==> src/rtl/syn_fifo_flags.sv <==
// Single-clock FIFO with fill count, programmable almost-full/almost-empty flags,
// standard or first-word-fall-through read port, sticky error flags and synchronous flush.
module syn_fifo_flags #(
    parameter int ADDR_WIDTH = 4,
    parameter int DATA_WIDTH = 8,
    parameter int FWFT       = 0,
    parameter int AF_THRESH  = 14,
    parameter int AE_THRESH  = 2
) (
    input  logic                  clk,
    input  logic                  rst,
    input  logic                  flush,
    input  logic                  en_wr,
    input  logic                  en_rd,
    input  logic [DATA_WIDTH-1:0] Din,
    input  logic                  clr_err,
    output logic [DATA_WIDTH-1:0] Dout,
    output logic                  empty,
    output logic                  full,
    output logic                  almost_empty,
    output logic                  almost_full,
    output logic [ADDR_WIDTH:0]   count,
    output logic                  overflow,
    output logic                  underflow,
    output logic [ADDR_WIDTH:0]   head_bin,
    output logic [ADDR_WIDTH:0]   tail_bin
);

    localparam int DEPTH = 1 << ADDR_WIDTH;
    localparam logic [ADDR_WIDTH:0] DEPTH_V = (ADDR_WIDTH+1)'(DEPTH);
    localparam logic [ADDR_WIDTH:0] AF_V    = (ADDR_WIDTH+1)'(AF_THRESH);
    localparam logic [ADDR_WIDTH:0] AE_V    = (ADDR_WIDTH+1)'(AE_THRESH);
    localparam logic [ADDR_WIDTH:0] ONE_V   = (ADDR_WIDTH+1)'(1);

    logic [DATA_WIDTH-1:0] mem [DEPTH];

    logic [ADDR_WIDTH:0] head_q, head_d;
    logic [ADDR_WIDTH:0] tail_q, tail_d;
    logic                ovf_q, ovf_d;
    logic                udf_q, udf_d;

    logic [ADDR_WIDTH:0] count_w;
    logic                empty_w;
    logic                full_w;
    logic                wr_ok;
    logic                rd_ok;

    // Pointers carry an extra wrap bit, so the modular difference is the fill level 0..DEPTH.
    always_comb begin
        count_w = head_q - tail_q;
        empty_w = (count_w == '0);
        full_w  = (count_w == DEPTH_V);
        wr_ok   = en_wr & ~full_w & ~flush;
        rd_ok   = en_rd & ~empty_w & ~flush;
    end

    always_comb begin
        head_d = head_q;
        tail_d = tail_q;
        if (flush) begin
            head_d = '0;
            tail_d = '0;
        end else begin
            if (wr_ok) head_d = head_q + ONE_V;
            if (rd_ok) tail_d = tail_q + ONE_V;
        end
    end

    // Error flags: a new error in the same cycle as clr_err keeps the flag set.
    always_comb begin
        ovf_d = ovf_q;
        udf_d = udf_q;
        if (clr_err) begin
            ovf_d = 1'b0;
            udf_d = 1'b0;
        end
        if (en_wr & full_w & ~flush)  ovf_d = 1'b1;
        if (en_rd & empty_w & ~flush) udf_d = 1'b1;
    end

    always_ff @(posedge clk or negedge rst) begin
        if (!rst) begin
            head_q <= '0;
            tail_q <= '0;
            ovf_q  <= 1'b0;
            udf_q  <= 1'b0;
        end else begin
            head_q <= head_d;
            tail_q <= tail_d;
            ovf_q  <= ovf_d;
            udf_q  <= udf_d;
        end
    end

    always_ff @(posedge clk) begin
        if (wr_ok) mem[head_q[ADDR_WIDTH-1:0]] <= Din;
    end

    generate
        if (FWFT == 0) begin : g_std
            logic [DATA_WIDTH-1:0] dout_q, dout_d;

            always_comb begin
                dout_d = dout_q;
                if (rd_ok) dout_d = mem[tail_q[ADDR_WIDTH-1:0]];
            end

            always_ff @(posedge clk or negedge rst) begin
                if (!rst) dout_q <= '0;
                else      dout_q <= dout_d;
            end

            assign Dout = dout_q;
        end else begin : g_fwft
            // Head of queue is always presented; it is meaningful only while empty is low.
            assign Dout = mem[tail_q[ADDR_WIDTH-1:0]];
        end
    endgenerate

    assign count        = count_w;
    assign empty        = empty_w;
    assign full         = full_w;
    assign almost_empty = (count_w <= AE_V);
    assign almost_full  = (count_w >= AF_V);
    assign overflow     = ovf_q;
    assign underflow    = udf_q;
    assign head_bin     = head_q;
    assign tail_bin     = tail_q;

endmodule

==> config.mk <==
export PLATFORM = sky130hd
export DESIGN_NAME = syn_fifo_flags
export DESIGN_NICKNAME = d
export VERILOG_FILES = /design/src/rtl/syn_fifo_flags.sv
export SDC_FILE = /design/constraint.sdc
export NUM_CORES = 1
export LEC_CHECK = 0
export ABC_AREA = 1
export CAP_MARGIN = 10
export CORE_ASPECT_RATIO = 1.4
export CORE_MARGIN = 5
export CORE_UTILIZATION = 42
export CTS_CLUSTER_DIAMETER = 200
export DETAILED_ROUTE_END_ITERATION = 12
export GPL_TIMING_DRIVEN = 0
export SYNTH_ARGS = -nofsm -noshare
export SYNTH_HDL_FRONTEND = slang
export SYNTH_SLANG_ARGS = --single-unit
==> constraint.sdc <==
create_clock -name clk -period 5.45 [get_ports clk]
set_input_delay 0.8175 -clock clk [delete_from_list [all_inputs] [get_ports clk]]
set_output_delay 0.8175 -clock clk [all_outputs]
set_load 0.005 [all_outputs]
==> run summary, run 1 <==
STATUS
--------------------------------------------------------------------------------------
Status                                                                    finished clean

CLOCK TREE
--------------------------------------------------------------------------------------
Number of buffers added to fix hold violations after cts                             0
Clock slew at the register clock pins of the worst setup and hold paths        0.06 ns
Number of H-tree levels                                                              4
Buffers inserted during post-CTS setup optimization                                  0
Clock tree sinks                                                                   148
Number of CTS-inserted buffers                                                      17
Clock tree from TritonCTS                                                         done
Maximum root-to-sink buffer count                                                    2
Post-CTS resize count                                                                0
Worst-skew pair later-pin latency                                              0.42 ns
Root cell of the clock tree                                               sky130_fd_sc_hd__clkbuf_16

SYNTH
--------------------------------------------------------------------------------------
Library cell occupying the most area in the post-synthesis netlist        sky130_fd_sc_hd__edfxtp_1
Synth Cell Area                                                             6600 sq um
Fraction of the yosys area taken by sequential cells                             65.9%
Share of the synthesized area in the top cell type                               58.3%
Post-synth net total                                                               641
Multiplexer area fraction after synthesis                                           0%
Synth Warn #                                                                         0
Dominant combinational cell family by area after synthesis                simple AND/OR/NAND/NOR gates
Mean cell area of the mapped netlist                                        10.7 sq um
Largest cells by area after synthesis                                     sky130_fd_sc_hd__edfxtp_1 (58%), sky130_fd_sc_hd__dfrtp_1 (7.6%), sky130_fd_sc_hd__nor2_1 (7.3%)
Distinct cell type count of the synthesized netlist                                 32
Synth Area in Compound Gates                                                     6.34%
Adder and majority gate portion of the synthesized area                          2.01%
Syn Inst Count                                                                     617
Number of synthesized register bits                                                148
Xor/xnor cell area share of the yosys netlist                                   0.929%
Simple-gate portion of the synthesized area                                      20.4%

FLOORPLANNING
--------------------------------------------------------------------------------------
Area of the core                                                           15500 sq um
Die ar.                                                                    18300 sq um
Chip width                                                                 116 microns
Starting utilization of the core area                                            42.4%
Cell Rows                                                                           54
Number of top-level pins                                                            43
Height of the die                                                          158 microns

WORST SETUP PATH
--------------------------------------------------------------------------------------
Maximum fanout along the worst path                                                 10
Reg-to-reg critical path startpoint                                       tail_bin[1]$_DFFE_PN0P_
Worst Reg-to-Reg Cells                                                              12
Delay of the slowest critical-path stage                                       0.56 ns
RR Endpoint                                                               mem[13][7]$_DFFE_PP_
Worst path buffer plus inverter count                                                6
Arrival time of data at the critical path endpoint                             3.23 ns
Chain of cells forming the critical path                                  buf_2 > inv_2 > buf_2 > ha_1 > nand3_1 > nand2_1 > nand2_1 > nand2_2 > nor2_2 > nand2_4 > inv_4 > buf_6 > clkdlybuf4s50_1
Crit. End Element                                                          output port
Data required time of the critical path                                        4.63 ns
CP startpoint kind                                                           flip-flop
Internal reg-to-reg setup slack                                                2.19 ns
Slowest CP cell                                                           sky130_fd_sc_hd__clkdlybuf4s50_1
Family of cells with the greatest summed delay on the critical path       buffers and inverters
Type of the worst setup path                                                   reg2out

FINAL LAYOUT
--------------------------------------------------------------------------------------
Area growth from synthesis to layout                                             18.7%
Most frequent cells in the layout                                         sky130_fd_sc_hd__nor2_1 (128), sky130_fd_sc_hd__edfxtp_1 (128), sky130_fd_sc_hd__nand2_1 (108)
Fill cell count                                                                   1436
Count of nets after finishing                                                      703
Fraction of layout instances using a drive strength above 1                      11.0%
Multi-input gate area                                                       1950 sq um
Antenna cells                                                                        0
Sequential cell area                                                        4340 sq um

STA
--------------------------------------------------------------------------------------
Worst clock skew                                                             0.0131 ns
Period Utilization, post-route                                                   74.2%
Total Neg Setup Slack                                                             0 ns
Highest Clock Rate                                                             247 MHz
Final critical-path setup slack                                                1.40 ns
Slew @ Worst Pin                                                               1.15 ns
Max-slew violation count                                                             0
Slew headroom                                                                    22.5%
Setup repair after global routing missed its margin                              false
Final min period                                                               4.05 ns
Final Hold Viols                                                                     0
Count of endpoints failing setup in the final report                                 0

PLACED DESIGN
--------------------------------------------------------------------------------------
Place WS                                                                       1.79 ns
Number of input and output port buffers inserted                                    42
Half-perimeter wire length of the detailed placement result                    11.8 mm
Weighted congestion at the end of routability-driven global placement            0.951

GRT
--------------------------------------------------------------------------------------
Via count of the first global-routing pass                                        4731
Global-route total usage across every layer                                      19.1%
Largest net degree at the start of global routing                                   21
Initial antenna violation count                                                      0
Global route overflow                                                                0
First-pass GRT wire length                                                     25.7 mm

MIN PATH
--------------------------------------------------------------------------------------
Path class of the lowest-slack min-delay path                                  reg2reg
Worst hold stages                                                                    2
Terminating pin of the worst hold path                                    Dout[5]$_DFFE_PN0P_
HP Start                                                                  Dout[5]$_DFFE_PN0P_

DETAILED ROUTING
--------------------------------------------------------------------------------------
Violation count after the first detailed-routing iteration                         266
Sum of routed wire length over all layers                                      16.6 mm
Detailed-router iteration count before antenna repair                                5
Via-per-instance ratio                                                            5.13
Detailed-route wire length per cell                                       18.8 microns
Remaining design rule violation count                                                0
Total via count in the routed design                                              4551
Remaining number of nets flagged by the antenna check after routing                  0

FLOW RUN
--------------------------------------------------------------------------------------
Max-cap violations                                                                   0

POWER AND IR DROP
--------------------------------------------------------------------------------------
Pwr/cell area                                                              463 nW/um^2
Leak pwr                                                                       2.95 nW
Worst-case vdd ir drop                                                        0.240 mV

[worst reg2reg max path, delay by kind of cell (launching register included)]
| kind | cells | cell delay, ns |
|---|---|---|
| simple gates | 7 | 1.44 |
| flops | 1 | 0.45 |
| buf+inv | 4 | 0.68 |
| fa+ha+maj | 1 | 0.30 |
[cells by family after synthesis]
logic type / Yosys count
AOI/OAI and AO/OA: 78
xor gates and xnor gates: 7
adders and majority gates: 10
buffers and inverters: 64
DFF: 148
and+or+nand+nor: 310
[cell usage after synthesis]
master / number
sky130_fd_sc_hd__nor3_1: 7
sky130_fd_sc_hd__inv_1: 24
sky130_fd_sc_hd__o31ai_1: 1
sky130_fd_sc_hd__xnor2_1: 1
sky130_fd_sc_hd__nor3_2: 9
sky130_fd_sc_hd__nand4_1: 6
sky130_fd_sc_hd__inv_4: 1
sky130_fd_sc_hd__nand2_2: 5
sky130_fd_sc_hd__buf_6: 3
sky130_fd_sc_hd__inv_2: 6
sky130_fd_sc_hd__xor2_1: 6
sky130_fd_sc_hd__dfrtp_1: 20
sky130_fd_sc_hd__nor2_2: 2
sky130_fd_sc_hd__a21oi_1: 1
sky130_fd_sc_hd__clkbuf_1: 7
sky130_fd_sc_hd__nand3_1: 42
sky130_fd_sc_hd__buf_4: 4
sky130_fd_sc_hd__nand2_4: 1
sky130_fd_sc_hd__ha_1: 9
sky130_fd_sc_hd__edfxtp_1: 128
sky130_fd_sc_hd__nor2_1: 128
sky130_fd_sc_hd__a21oi_2: 1
sky130_fd_sc_hd__nand2_1: 108
sky130_fd_sc_hd__buf_2: 14
sky130_fd_sc_hd__nand4_4: 1
sky130_fd_sc_hd__clkinv_1: 5
sky130_fd_sc_hd__o22ai_1: 1
sky130_fd_sc_hd__nand3b_1: 1
sky130_fd_sc_hd__o211ai_1: 8
sky130_fd_sc_hd__o21ai_0: 25
sky130_fd_sc_hd__fa_1: 1
sky130_fd_sc_hd__o21ai_1: 41
[where the power goes]
group | internal [W] | switching [W] | leakage, nW
logic | 0.000470 | 0.000697 | 1.27
clock network | 0.000670 | 0.000454 | 0.268
registers | 0.00129 | 0.0000444 | 1.42
total | 0.00243 | 0.00120 | 2.95
[through the flow]
step	instances	total power (W)	hold slack (ns)	area [sq um]	utilization (%)
global route	887	0.00383	0.510	7830	50.4
detailed placement	855	0.00255	0.469	7260	46.7
floorplan	617	0.00206	0.473	6600	-
global placement	855	0.00252	0.473	7260	46.7
finish	887	0.00363	0.481	7830	50.4
CTS	886	0.00367	0.486	7830	50.4
[worst max-delay path by stage]
stage / from / end / slack [ns] / cells past startpoint
floorplan: head_bin[0]$_DFFE_PN0P_ / full / 2.69 / 10
global placement: tail_bin[1]$_DFFE_PN0P_ / full / 1.85 / 13
detailed placement: tail_bin[1]$_DFFE_PN0P_ / full / 1.79 / 13
CTS: tail_bin[1]$_DFFE_PN0P_ / full / 1.34 / 13
global route: tail_bin[1]$_DFFE_PN0P_ / full / 1.21 / 13
finish: tail_bin[1]$_DFFE_PN0P_ / full / 1.40 / 13
[layout make-up]
type	count	share of cell area, %
Sequential cell	148	55.5
Multi-Input combinational cell	405	25.0
Clock buffer	18	5.48
Timing Repair Buffer	43	5.43
Tap cell	196	3.13
Buffer	28	2.05
Inverter	36	1.76
Clock inverter	13	1.73
[metal layers]
layer	part of all wire [%]	global-route usage (%)	vias up	wire, microns
met2	55	35.4	95	9170
met5	0	0	-	0
li1	-	-	2235	-
met4	3.8	9.01	0	633
met1	37	21.0	2187	6210
met3	3.7	3.35	34	612
[flip-flops by register name, indices dropped and copies added (netlist names)]
register   flops
Dout           8
head_bin       5
mem          128
overflow       1
tail_bin       5
underflow      1
Power figures use the tool's default switching activity.
==> run 2, diff against run 1 <==
==> constraint.sdc (replaced) <==
create_clock -name clk -period 3.9 [get_ports clk]
set_input_delay 0.585 -clock clk [delete_from_list [all_inputs] [get_ports clk]]
set_output_delay 0.585 -clock clk [all_outputs]
set_load 0.005 [all_outputs]
==> run 2 against run 1 <==
  * Clock skew increased by 0.0024 ns
  * Global-route usage is the same
  * Final area about the same
  * Combinational power is 39% higher
  * Core utilization barely moved
  * First-iteration DRC count decreased by 17%
  * Register-to-register slack lost 1.4 ns
  * Flip-flop and latch count is the same
  * Worst setup slack worse by 1.2 ns
  * Critical path type unchanged
  * Largest cell class unchanged
==> run summary, run 2 (synthesized netlist as in run 1, its figures left out) <==
CLOCK TREE
--------------------------------------------------------------------------------------
Number of H-tree levels                                                              4
Clock slew at the register clock pins of the worst setup and hold paths        0.06 ns
Number of CTS-inserted buffers                                                      17
Worst-skew pair later-pin latency                                              0.42 ns
Clock tree sinks                                                                   148
Maximum root-to-sink buffer count                                                    2
Number of buffers added to fix hold violations after cts                             0
Root cell of the clock tree                                               sky130_fd_sc_hd__clkbuf_16
Clock tree from TritonCTS                                                         done

PLACED DESIGN
--------------------------------------------------------------------------------------
Weighted congestion at the end of routability-driven global placement            0.951
Half-perimeter wire length of the detailed placement result                    11.8 mm
Number of input and output port buffers inserted                                    42

FINAL LAYOUT
--------------------------------------------------------------------------------------
Fraction of layout instances using a drive strength above 1                      11.1%
Utilization after layout                                                         50.4%
Antenna cells                                                                        0
Sequential cell area                                                        4340 sq um
Flip-flop count of the largest register after layout                               128
Multi-input gate area                                                       1950 sq um
Most frequent cells in the layout                                         sky130_fd_sc_hd__nor2_1 (128), sky130_fd_sc_hd__edfxtp_1 (128), sky130_fd_sc_hd__nand2_1 (108)
Area growth from synthesis to layout                                             18.8%
Count of nets after finishing                                                      703
Fill cell count                                                                   1431

WORST SETUP PATH
--------------------------------------------------------------------------------------
CP startpoint kind                                                           flip-flop
Data required time of the critical path                                        3.31 ns
Reg-to-reg critical path startpoint                                       head_bin[0]$_DFFE_PN0P_
First element of the critical path                                        tail_bin[1]$_DFFE_PN0P_
Crit. End Element                                                          output port
Maximum fanout along the worst path                                                 16
Type of the worst setup path                                                   reg2out
Arrival time of data at the critical path endpoint                             3.13 ns

DETAILED ROUTING
--------------------------------------------------------------------------------------
Remaining number of nets flagged by the antenna check after routing                  0
Detailed-router iteration count before antenna repair                                5
Via-per-instance ratio                                                            5.18
Violation count after the first detailed-routing iteration                         221
Total via count in the routed design                                              4595
Detailed-route wire length per cell                                       18.7 microns
Remaining design rule violation count                                                0
Sum of routed wire length over all layers                                      16.6 mm

GRT
--------------------------------------------------------------------------------------
Global-route total usage across every layer                                      19.1%
First-pass GRT wire length                                                     25.7 mm
Initial antenna violation count                                                      0
Via count of the first global-routing pass                                        4731
Largest net degree at the start of global routing                                   21
Global route overflow                                                                0

POWER AND IR DROP
--------------------------------------------------------------------------------------
Pwr/cell area                                                              647 nW/um^2
Leak pwr                                                                       2.95 nW
Worst-case vdd ir drop                                                        0.337 mV
Tot Pwr                                                                      0.00507 W

FLOORPLANNING
--------------------------------------------------------------------------------------
Die ar.                                                                    18300 sq um
Number of top-level pins                                                            43
Chip width                                                                 116 microns
Area of the core                                                           15500 sq um
Height of the die                                                          158 microns
Starting utilization of the core area                                            42.4%
Cell Rows                                                                           54

STA
--------------------------------------------------------------------------------------
Period Utilization, post-route                                                   95.2%
Slew headroom                                                                    22.7%
Setup repair after global routing missed its margin                              false
Final Hold Viols                                                                     0
Max-slew violation count                                                             0
Final min period                                                               3.71 ns
Count of endpoints failing setup in the final report                                 0
Highest Clock Rate                                                             269 MHz
Slew @ Worst Pin                                                               1.15 ns
Worst clock skew                                                             0.0155 ns
Total Neg Setup Slack                                                             0 ns

STATUS
--------------------------------------------------------------------------------------
Status                                                                    finished clean

MIN PATH
--------------------------------------------------------------------------------------
Path class of the lowest-slack min-delay path                                  reg2reg
HP Start                                                                  Dout[5]$_DFFE_PN0P_

FLOW RUN
--------------------------------------------------------------------------------------
Max-cap violations                                                                   0

## run 2: power breakdown
part / switching [W] / internal, W / total [W]
Sequential: 0.0000624 / 0.00181 / 0.00187
Combinational: 0.000974 / 0.000655 / 0.00163
Clock: 0.000635 / 0.000936 / 0.00157
## run 2: final timing paths
check | to | cells past startpoint | slack [ns]
max in group asynchronous | Dout[6]$_DFFE_PN0P_ | 1 | 2.58
worst max register to register | mem[12][3]$_DFFE_PP_ | 11 | 0.75
min in group asynchronous | head_bin[2]$_DFFE_PN0P_ | 1 | 0.71
worst min-delay path | Dout[5]$_DFFE_PN0P_ | 2 | 0.48
worst max-delay path | full | 12 | 0.19
worst min register to register | Dout[5]$_DFFE_PN0P_ | 2 | 0.48
## run 2: final cells by class
| class | count | share of cell area [%] |
|---|---|---|
| inverter | 36 | 1.80 |
| clock inverter | 13 | 1.72 |
| tap | 196 | 3.13 |
| clock buffer | 18 | 5.48 |
| multi-input combinational | 405 | 24.9 |
| timing repair buffer | 44 | 5.52 |
| sequential | 148 | 55.4 |
| buffer | 27 | 1.98 |
## run 2: through the flow
step / instance area [sq um] / cells / hold slack, ns / setup slack [ns]
after floorplan: 6600 / 617 / 0.289 / 1.20
after global placement: 7260 / 855 / 0.473 / 0.537
after detailed placement: 7260 / 855 / 0.469 / 0.471
after CTS: 7830 / 886 / 0.486 / 0.0212
after global routing: 7840 / 887 / 0.510 / 0.00777
final: 7840 / 887 / 0.479 / 0.187
## run 2: worst max-delay path, stage by stage, from the launching register on
cell,delay [ns]
sky130_fd_sc_hd__dfrtp_1,0.44
sky130_fd_sc_hd__buf_2,0.23
sky130_fd_sc_hd__inv_2,0.27
sky130_fd_sc_hd__ha_1,0.30
sky130_fd_sc_hd__nand3_1,0.12
sky130_fd_sc_hd__nand2_1,0.09
sky130_fd_sc_hd__nand2_1,0.08
sky130_fd_sc_hd__nand2_2,0.07
sky130_fd_sc_hd__nor2_2,0.15
sky130_fd_sc_hd__nand2_4,0.11
sky130_fd_sc_hd__inv_4,0.11
sky130_fd_sc_hd__buf_6,0.17
sky130_fd_sc_hd__clkdlybuf4s50_1,0.56
## run 2: metal layers
metal,routed length [microns],track usage (%),share of wire (%)
met2,9180,35.4,55
met4,618,9.01,3.7
met3,577,3.35,3.5
met1,6230,21.0,37
met5,0,0,0
## run 2: timing repair
action / CTS / global route
endpoints found under the setup margin: 0 / 1
setup buffers: 0 / 1
resized for setup: 0 / 1
==> run 3, diff against run 2 <==
--- a/config.mk
+++ b/config.mk
@@ -13,6 +13,7 @@
 export CTS_CLUSTER_DIAMETER = 200
 export DETAILED_ROUTE_END_ITERATION = 12
 export GPL_TIMING_DRIVEN = 0
+export SKIP_CTS_REPAIR_TIMING = 1
 export SYNTH_ARGS = -nofsm -noshare
 export SYNTH_HDL_FRONTEND = slang
 export SYNTH_SLANG_ARGS = --single-unit
==> results of run 3 <==
Same layout as run 2: the final DEF is identical, and so are final timing and power.
